### src/rtl/hdb3_decoder.sv
// HDB3 receive decoder: dual-rail bipolar symbols in, NRZ data out.
// Strips B00V / 000V substitutions and flags line-code errors.
module hdb3_decoder #(
    parameter int ERR_CNT_W = 8
) (
    input  logic                 i_clk,
    input  logic                 i_rst_n,
    input  logic                 i_p,
    input  logic                 i_n,
    output logic                 o_data,
    output logic                 o_sync,
    output logic                 o_err_bip,
    output logic                 o_err_viol,
    output logic                 o_err_zero,
    output logic [ERR_CNT_W-1:0] o_err_cnt
);

    // sampled symbol, processed one cycle after it is taken
    logic       p_q;
    logic       n_q;

    // nonzero history: [0] = previous symbol, [1] = the one before
    logic [1:0] nz_q;

    // decoded bits in flight; d3 is the oldest and may still be retracted
    logic       d1;
    logic       d2;
    logic       d3;

    // polarity tracking, 1 = positive
    logic       last_pol;
    logic       last_v_pol;
    logic       seen_mark;
    logic       seen_v;
    logic [2:0] zero_run;

    logic       is_bip;
    logic       nonzero;
    logic       pol;
    logic       is_v;
    logic       is_mark;
    logic       viol;
    logic       zero_hit;
    logic       any_err;

    // classify the sampled symbol and decide mark / violation
    always_comb begin
        is_bip   = p_q & n_q;
        nonzero  = p_q ^ n_q;
        pol      = p_q;
        is_v     = nonzero & seen_mark & (pol == last_pol);
        is_mark  = nonzero & ~is_v;
        viol     = is_v & ((|nz_q) | (seen_v & (pol == last_v_pol)));
        zero_hit = ~nonzero & seen_mark & (zero_run == 3'd3);
        any_err  = is_bip | viol | zero_hit;
    end

    // input sampling register
    always_ff @(posedge i_clk or negedge i_rst_n) begin
        if (!i_rst_n) begin
            p_q <= 1'b0;
            n_q <= 1'b0;
        end else begin
            p_q <= i_p;
            n_q <= i_n;
        end
    end

    // data delay line; a V zeroes the B three symbols back
    always_ff @(posedge i_clk or negedge i_rst_n) begin
        if (!i_rst_n) begin
            d1     <= 1'b0;
            d2     <= 1'b0;
            d3     <= 1'b0;
            o_data <= 1'b0;
            nz_q   <= 2'b00;
        end else begin
            d1     <= is_mark;
            d2     <= d1;
            d3     <= d2;
            o_data <= is_v ? 1'b0 : d3;
            nz_q   <= {nz_q[0], nonzero};
        end
    end

    // polarity, sync and zero-run tracking
    always_ff @(posedge i_clk or negedge i_rst_n) begin
        if (!i_rst_n) begin
            last_pol   <= 1'b0;
            last_v_pol <= 1'b0;
            seen_mark  <= 1'b0;
            seen_v     <= 1'b0;
            zero_run   <= 3'd0;
        end else begin
            if (is_mark) begin
                last_pol <= pol;
            end
            if (nonzero) begin
                seen_mark <= 1'b1;
            end
            if (is_v) begin
                last_v_pol <= pol;
                seen_v     <= 1'b1;
            end
            if (nonzero) begin
                zero_run <= 3'd0;
            end else if (zero_run != 3'd4) begin
                zero_run <= zero_run + 3'd1;
            end
        end
    end

    assign o_sync = seen_mark;

    // one-cycle error pulses and the saturating error counter
    always_ff @(posedge i_clk or negedge i_rst_n) begin
        if (!i_rst_n) begin
            o_err_bip  <= 1'b0;
            o_err_viol <= 1'b0;
            o_err_zero <= 1'b0;
            o_err_cnt  <= '0;
        end else begin
            o_err_bip  <= is_bip;
            o_err_viol <= viol;
            o_err_zero <= zero_hit;
            if (any_err && (o_err_cnt != {ERR_CNT_W{1'b1}})) begin
                o_err_cnt <= o_err_cnt + 1'b1;
            end
        end
    end

endmodule
### config.mk
export PLATFORM = sky130hd
export DESIGN_NAME = hdb3_decoder
export DESIGN_NICKNAME = d
export VERILOG_FILES = /design/src/rtl/hdb3_decoder.sv
export SDC_FILE = /design/constraint.sdc
export NUM_CORES = 1
export LEC_CHECK = 0
export CAP_MARGIN = 25
export CELL_PAD_IN_SITES_DETAIL_PLACEMENT = 0
export CELL_PAD_IN_SITES_GLOBAL_PLACEMENT = 1
export CORE_MARGIN = 5
export CORE_UTILIZATION = 44
export DETAILED_ROUTE_END_ITERATION = 6
export PLACE_DENSITY_LB_ADDON = 0.12
export SYNTH_ARGS = -nofsm -noshare
export SYNTH_HDL_FRONTEND = slang
export SYNTH_SLANG_ARGS = --single-unit
### constraint.sdc
create_clock -name i_clk -period 5.95 [get_ports i_clk]
set_clock_uncertainty 0.15 [all_clocks]
set_input_delay 0.595 -clock i_clk [delete_from_list [all_inputs] [get_ports i_clk]]
set_output_delay 0.595 -clock i_clk [all_outputs]
set_load 0.03 [all_outputs]
==> results of run 1 <==
[layer usage]
layer / global-route usage (%) / wire, µm
met1: 13.3 / 781
met2: 18.9 / 787
met3: 3.27 / 80
met4: 6.65 / 15
met5: 0 / 0
[cell families after synthesis]
kind of cell / share of synthesized area [%]
and+or+nand+nor: 16.2
DFF: 60.1
AOI/OAI and AO/OA: 5.55
xor gates and xnor gates: 6.47
adders and majority gates: 5.78
buffers and inverters: 2.08
muxes: 3.82
[placed cells by master (no fill, tap or decap)]
cell type / n
a211oi_2: 1
a21oi_1: 5
a31oi_1: 1
and2_2: 2
and3_1: 2
and3b_1: 1
buf_4: 1
bufinv_16: 1
clkbuf_4: 3
clkdlybuf4s50_1: 16
dfrtp_1: 26
ha_1: 5
inv_1: 3
mux2_2: 1
mux2_4: 2
nand2_1: 5
nand2_2: 1
nand2b_1: 1
nand3_1: 7
nand3_2: 1
nand3b_1: 1
nand4_2: 1
nor2_1: 6
nor2_2: 1
o21ai_4: 1
or2_2: 1
or2b_1: 1
xnor2_1: 8
[area by class of cell]
type | instances | area share [%]
clock buffers | 3 | 1.69
inverters | 3 | 0.847
well taps | 30 | 2.82
multi-input cells | 55 | 30.8
flip-flops and latches | 26 | 49.0
repair buffers | 17 | 12.6
clock inverters | 1 | 2.26
[report_power, final]
| group | switching [W] | leakage, nW | total (W) | internal [W] |
|---|---|---|---|---|
| registers | 0.0000396 | 0.318 | 0.000259 | 0.000219 |
| logic | 0.000112 | 0.236 | 0.000212 | 0.0000998 |
| clock network | 0.0000515 | 0.0279 | 0.000120 | 0.0000681 |
[final timing paths]
kind / start / end / slack, ns / depth (start not counted)
worst min-delay path: d2 / d3 / 0.22 / 0
worst max-delay path: o_sync / o_sync / 3.72 / 1
worst max register to register: p_q / o_err_cnt[7] / 3.82 / 5
min in group asynchronous: i_rst_n / n_q / 0.47 / 2
worst min register to register: d2 / d3 / 0.22 / 0
max in group asynchronous: i_rst_n / p_q / 4.94 / 2
[metrics by stage]
stage	power (W)	util (%)	hold slack [ns]	worst slack, ns	cell area (µm²)
finish	0.000590	55.1	0.221	3.72	1330
global placement	0.000476	53.0	0.182	3.86	1280
global route	0.000632	55.1	0.246	3.63	1330
detailed placement	0.000480	53.0	0.189	3.81	1280
CTS	0.000601	55.1	0.224	3.69	1330
floorplan	0.000400	-	0.149	4.00	1080
==> results.md, run 1 <==
- Status: completed
- Via count: 665
- DP Wirelength: 1270 µm
- ANT nets after route: 0
- Cell count after placement: 131
- Final worst path period need: 2.23 ns
- Count leader, synth: dfrtp_1
- Initial Util: 44.9%
- Multi-input logic area: 409 µm²
- Worst-Margin Slew: 0.323 ns
- Inserted Diodes: 0
- H-Tree Depth: 1
- RSZ-0062 raised after global routing: no
- Synth area leaders: dfrtp_1, xnor2_1, ha_1
- Final Setup Violations: 0
- Register area: 651 µm²
- Crit path DAT: 1.49 ns
- Mean Syn Cell Area: 12.7 µm²
- Clock latency on the worst-skew pair: 0.32 ns
- Crit path launch type: flip-flop
- CTS Buf Count: 3
- Fmax: 0.448 GHz
- Cell variety after synth: 25
- WP data required: 5.20 ns
- Post-Route WL: 1660 µm
- TNS Setup: 0 ns
- # DRC: 0
- Die X: 59.6 µm
- Layout cells sized above 1: 16.2%
- CTS clk-pin slew, worst paths: 0.14 ns
- Largest reg by FF count: o_err_cnt
- WL per Instance: 12.3 µm
- Max-cap violation count: 0
- Post-synth top flop: dfrtp_1
- P_leak: 0.581 nW
- TritonCTS clock tree: built
- Asr flop ratio synth: 100%
- DR iter-0 viols: 22
- Die area: 3550 µm²
- Cells after Synth: 85
- Worst Hold Class: flip-flop to flip-flop
- GRT Total Usage: 11.5%
- Crit-path max FO: 6
- Mapped Area: 1080 µm²
- Vias in the first global route: 702
- Final period util: 37.5%
- Root buffer cell: clkbuf_4
- Max clock buf depth: 2
- IO Pins: 17
- CTS Sinks: 26
- Slowest cell on crit path: clkdlybuf4s50_1
- Synth top area share: 60.1%
- Ys Warns: 0
- GP Congestion: 0.680
- Syn_nets: 94
- Synth area leader: dfrtp_1
- Number of enable-type register cells in the synthesized netlist: 0
- Post CTS Setup Buffer Count: 0
- CP peak stage delay: 0.71 ns
- Largest net degree at the start of global routing: 27
- Largest regs: o_err_cnt (8), zero_run (3), nz_q (2)
- Final hold vios: 0
- P&R area growth vs syn: 22.8%
- Core area: 2410 µm²
- Final Slew Violations: 0
- Die height: 59.6 µm
- Commonest cells post-synth: dfrtp_1, xnor2_1, nand3_1
- Headroom to the max-slew limit: 78.5%
- Post_cts resized: 0
- First-pass GRT wire length: 2970 µm
- Yosys reg bits: 26
- Row Count: 18
- Largest register FFs: 8
- Peak VDD IR: 260 µV
- Register area share after synthesis: 60.1%
- Final cell count without fillers: 135
- First drt pass iteration count: 3
- Fillers: 218
- Port buffer count: 16
- DR vias/cell: 4.93
- CP cell instances: clkdlybuf4s50_1
- Cts hold-fix bufs: 0
- Initial antenna violation count: 0
- Power Dens Cells: 444 nW/µm²
- Critical path class: flip-flop to output port
- Net count reported at finish: 115
- Worst Setup End Kind: output port
- GRT overflow: 0
- CP Buf/Inv Count: 1
- Crit-path leading delay family: buffers and inverters
Power figures use the tool's default switching activity.
==> run 2, diff against run 1 <==
--- a/config.mk
+++ b/config.mk
@@ -9,7 +9,7 @@
 export CELL_PAD_IN_SITES_DETAIL_PLACEMENT = 0
 export CELL_PAD_IN_SITES_GLOBAL_PLACEMENT = 1
 export CORE_MARGIN = 5
-export CORE_UTILIZATION = 44
+export CORE_UTILIZATION = 37
 export DETAILED_ROUTE_END_ITERATION = 6
 export PLACE_DENSITY_LB_ADDON = 0.12
 export SYNTH_ARGS = -nofsm -noshare
==> constraint.sdc (replaced) <==
create_clock -name i_clk -period 2 [get_ports i_clk]
set_clock_uncertainty 0.15 [all_clocks]
set_input_delay 0.2 -clock i_clk [delete_from_list [all_inputs] [get_ports i_clk]]
set_output_delay 0.2 -clock i_clk [all_outputs]
set_load 0.03 [all_outputs]
==> results.md, run 2 (synthesis gave the netlist of run 1 again) <==
- Clock latency on the worst-skew pair: 0.32 ns
- First drt pass iteration count: 4
- Final period util: 95.9%
- CP Buf/Inv Count: 0
- Row Count: 19
- Final Slew Violations: 0
- Crit path DAT: 2.00 ns
- Largest net degree at the start of global routing: 27
- Slowest cell on crit path: dfrtp_1
- P_leak: 0.591 nW
- R2r endpoint: o_err_cnt[7]
- WP data required: 2.08 ns
- CTS Sinks: 26
- Final WS setup: 0.0812 ns
- Initial Util: 38.9%
- Worst Setup End Kind: flip-flop
- Port buffer count: 16
- WL per Instance: 12.6 µm
- Die area: 4110 µm²
- Max clock buf depth: 2
- Commonest non-fill, non-tap cell in the layout: dfrtp_1
- Crit path launch type: flip-flop
- Worst r2r src: p_q
- P&R area growth vs syn: 24.4%
- Largest regs: o_err_cnt (8), zero_run (3), nz_q (2)
- CTS Buf Count: 3
- Critical Path Source: p_q
- # DRC: 0
- Logic pwr share: 38.4%
- Peak VDD IR: 801 µV
- Max-cap violation count: 0
- GRT Total Usage: 9.94%
- Fmax: 0.521 GHz
- IO Pins: 17
- Vias in the first global route: 700
- Worst Hold Class: input pin to async pin
- Int Pwr: 0.00107 W
- ANT nets after route: 0
- TNS Setup: 0 ns
- DR iter-0 viols: 13
- Sequential share of power: 45.6%
- P_sw: 0.000612 W
- Root buffer cell: clkbuf_4
- CP cell instances: ha_2 -> and3b_1 -> nor2_2 -> o21ai_4 -> nand4_2 -> mux2_4
- GP Congestion: 0.748
- Final worst path period need: 1.92 ns
- Die X: 64.1 µm
- Status: completed
- Via count: 689
- Clk pwr share: 16.0%
- GRT overflow: 0
- Critical path class: flip-flop to flip-flop
- Worst-Margin Slew: 0.350 ns
- First-pass GRT wire length: 3170 µm
- Initial antenna violation count: 0
- Power Dens Cells: 1250 nW/µm²
- CP peak stage delay: 0.41 ns
- Die height: 64.1 µm
- CTS clk-pin slew, worst paths: 0.15 ns
- Inserted Diodes: 0
- Largest reg by FF count: o_err_cnt
- Final hold vios: 0
- Post-Route WL: 1770 µm
- Commonest cells after routing, fill and taps aside: dfrtp_1, clkdlybuf4s50_1, xnor2_1, nand3_1, nor2_1
- Net count reported at finish: 119
- RSZ-0062 raised after global routing: no
- TritonCTS clock tree: built
- Layout cells sized above 1: 20.2%
- Largest register FFs: 8
- Core area: 2780 µm²
- Post-layout util: 48.4%
- FF-to-FF setup slack: 0.08 ns
- FF-to-FF path depth: 6
- H-Tree Depth: 1
- Net Sw Frac: 36.4%
- Final Setup Violations: 0
- DP Wirelength: 1290 µm
- Crit-path max FO: 8
- DR vias/cell: 4.92
- Crit-path leading delay family: simple AND/OR/NAND/NOR gates
- Post-Place Setup Slack: 0.0662 ns
- Cts hold-fix bufs: 0
- Headroom to the max-slew limit: 76.6%
## run 2: layout make-up
| type | instances | area [µm²] |
|---|---|---|
| Fill cell | 263 | 1440 |
| Sequential cell | 26 | 651 |
| Multi-Input combinational cell | 55 | 412 |
| Timing Repair Buffer | 21 | 198 |
| Tap cell | 31 | 38.8 |
| Clock buffer | 4 | 36.3 |
| Inverter | 3 | 11.3 |
## run 2: worst max-delay path by stage
stage | slack, ns | end | cells after the start
after CTS | 0.05 | o_err_cnt[7] | 6
after floorplan | 0.05 | o_err_cnt[7] | 7
after global routing | 0.002 | o_err_cnt[7] | 6
final | 0.08 | o_err_cnt[7] | 6
after global placement | 0.11 | o_err_cnt[7] | 6
after detailed placement | 0.07 | o_err_cnt[7] | 6
## run 2: worst register-to-register path: stages, from the launching register on
cell     delay [ns]
dfrtp_1        0.41
ha_2           0.39
and3b_1        0.21
nor2_2         0.13
o21ai_4        0.12
nand4_2        0.12
mux2_4         0.29
## run 2: per-stage QoR
step	hold WS [ns]	cells	total power [W]	cell area, µm²
after global placement	0.181	136	0.00142	1310
final	0.0664	140	0.00168	1350
after detailed placement	0.186	136	0.00144	1310
after floorplan	-0.246	85	0.00119	1080
after CTS	0.0825	140	0.00171	1340
after global routing	0.0950	140	0.00181	1350
## run 2: repair_timing
| item | in CTS | in global routing |
|---|---|---|
| buffers inserted | 0 | 0 |
| gates resized for setup | 0 | 1 |
| endpoints found under the setup margin | 0 | 2 |
## run 2: power by group through the flow
stage / registers (W) / clock network [W] / logic, W
2_1_floorplan: 0.000909 / 0 / 0.000282
3_3_place_gp: 0.000778 / 0 / 0.000642
3_5_place_dp: 0.000782 / 0 / 0.000653
4_1_cts: 0.000770 / 0.000280 / 0.000657
5_1_grt: 0.000793 / 0.000312 / 0.000708
6_report: 0.000767 / 0.000269 / 0.000647
## run 2: layer usage
layer	vias up	global-route usage [%]	routed length [µm]	part of all wire [%]
met2	14	15.8	835	47
met4	0	4.68	42	2.4
met5	-	0	0	0
li1	335	-	-	-
met3	5	2.98	110	6.2
met1	335	12.3	778	44
==> run 3, diff against run 2 <==
--- a/config.mk
+++ b/config.mk
@@ -8,7 +8,7 @@
 export CAP_MARGIN = 25
 export CELL_PAD_IN_SITES_DETAIL_PLACEMENT = 0
 export CELL_PAD_IN_SITES_GLOBAL_PLACEMENT = 1
-export CORE_MARGIN = 5
+export CORE_MARGIN = 1
 export CORE_UTILIZATION = 37
 export DETAILED_ROUTE_END_ITERATION = 6
 export PLACE_DENSITY_LB_ADDON = 0.12
==> results.md, run 3 (synthesis gave the netlist of run 1 again) <==
- Inserted Diodes: 0
- Final worst path period need: 1.91 ns
- Crit path launch type: flip-flop
- Final Setup Violations: 0
- Net count reported at finish: 119
- Max-cap violation count: 0
- Worst Setup End Kind: flip-flop
- DR iter-0 viols: 7
- # DRC: 0
- Power, Total: 0.00166 W
- Final WS setup: 0.0944 ns
- Clk pwr share: 15.6%
- DR vias/cell: 4.85
- TNS Setup: 0 ns
- Worst-Margin Slew: 0.331 ns
- Layout cells sized above 1: 19.3%
- Worst Hold Class: input pin to async pin
- Power Dens Cells: 1240 nW/µm²
- Vias in the first global route: 717
- First-pass GRT wire length: 3110 µm
- WP data required: 2.07 ns
- Net Sw Frac: 35.9%
- IO Pins: 17
- Final period util: 95.3%
- GP Congestion: 0.707
- Logic pwr share: 38.1%
- TritonCTS clock tree: built
- Root buffer cell: clkbuf_4
- Status: completed
- Largest regs: o_err_cnt (8), zero_run (3), nz_q (2)
- Die height: 56.1 µm
- Headroom to the max-slew limit: 77.9%
- Port buffer count: 16
- Commonest non-fill, non-tap cell in the layout: dfrtp_1
- Die area: 3150 µm²
- Largest register FFs: 8
- FF-to-FF path depth: 7
- Final hold vios: 0
- Peak VDD IR: 731 µV
- Post-Place Setup Slack: 0.102 ns
- Via count: 679
- Final Slew Violations: 0
- H-Tree Depth: 1
- Crit-path max FO: 8
- Core area: 2760 µm²
- Largest reg by FF count: o_err_cnt
- Die X: 56.1 µm
- GRT overflow: 0
- WL per Instance: 11.8 µm
- Max clock buf depth: 2
- Commonest cells after routing, fill and taps aside: dfrtp_1, clkdlybuf4s50_1, xnor2_1, nand3_1, nor2_1
- Largest net degree at the start of global routing: 27
- Post_cts resized: 0
- CTS clk-pin slew, worst paths: 0.14 ns
- Initial Util: 39.2%
- Register area: 651 µm²
- P_sw: 0.000598 W
- Multi-input logic area: 409 µm²
- CTS Buf Count: 3
- RSZ-0062 raised after global routing: no
- Critical path class: flip-flop to flip-flop
- Initial antenna violation count: 0
- Crit path DAT: 1.97 ns
- Row Count: 19
- ANT nets after route: 0
- Post CTS Setup Buffer Count: 0
- Post-Route WL: 1660 µm
- Sequential share of power: 46.3%
- First drt pass iteration count: 4
- Fillers: 278
- CTS Sinks: 26
- P&R area growth vs syn: 24.2%
- DP Wirelength: 1220 µm
- Cts hold-fix bufs: 0
- Clock latency on the worst-skew pair: 0.31 ns
- Int Pwr: 0.00106 W
- P_leak: 0.593 nW
- GRT Total Usage: 12.6%
- Fmax: 0.525 GHz
run 3: cell counts in the layout (fill, tap and decap cells not counted):
No cell type changed its count.
run 3: stage by stage:
| stage | util [%] | hold slack [ns] | cell area [µm²] | std cells |
|---|---|---|---|---|
| global placement | 47.4 | 0.183 | 1310 | 136 |
| floorplan | - | -0.246 | 1080 | 85 |
| finish | 48.7 | 0.0796 | 1340 | 140 |
| detailed placement | 47.4 | 0.186 | 1310 | 136 |
| global route | 48.7 | 0.0914 | 1340 | 140 |
| CTS | 48.7 | 0.0739 | 1340 | 140 |
run 3: critical path, cell delays in order, from the launching register on:
cell and delay [ns]:
dfrtp_1 0.43, ha_1 0.21, ha_1 0.18, and3b_1 0.20, nor2_2 0.13, o21ai_4 0.11
nand2_2 0.11, mux2_4 0.30
run 3: final timing paths:
path | start | endpoint | slack [ns]
worst max-delay path | zero_run[0] | o_err_cnt[1] | 0.09
worst min-delay path | i_rst_n | d2 | 0.08
worst max register to register | zero_run[0] | o_err_cnt[1] | 0.09
worst min register to register | d1 | d2 | 0.21
max in group asynchronous | i_rst_n | n_q | 1.37
min in group i_clk | i_n | n_q | 0.16
run 3: power groups by stage:
| stage | clock network (W) | registers (W) | logic (W) |
|---|---|---|---|
| finish | 0.000259 | 0.000769 | 0.000634 |
| floorplan | 0 | 0.000909 | 0.000282 |
| detailed placement | 0 | 0.000784 | 0.000642 |
| global route | 0.000292 | 0.000792 | 0.000703 |
| global placement | 0 | 0.000780 | 0.000639 |
| CTS | 0.000280 | 0.000773 | 0.000645 |
run 3: area by class of cell:
| cell class | instances | share of cell area (%) |
|---|---|---|
| flip-flops and latches | 26 | 48.4 |
| multi-input cells | 55 | 30.4 |
| repair buffers | 21 | 14.7 |
| well taps | 31 | 2.89 |
| clock buffers | 4 | 2.70 |
| inverters | 3 | 0.838 |
run 3: per-layer routing:
| metal | vias to the layer above | part of all wire (%) | GRT usage [%] |
|---|---|---|---|
| li1 | 330 | - | - |
| met1 | 337 | 47 | 17.3 |
| met2 | 10 | 49 | 19.6 |
| met3 | 2 | 3.4 | 2.33 |
| met4 | 0 | 1.1 | 5.23 |
| met5 | - | 0 | 0 |
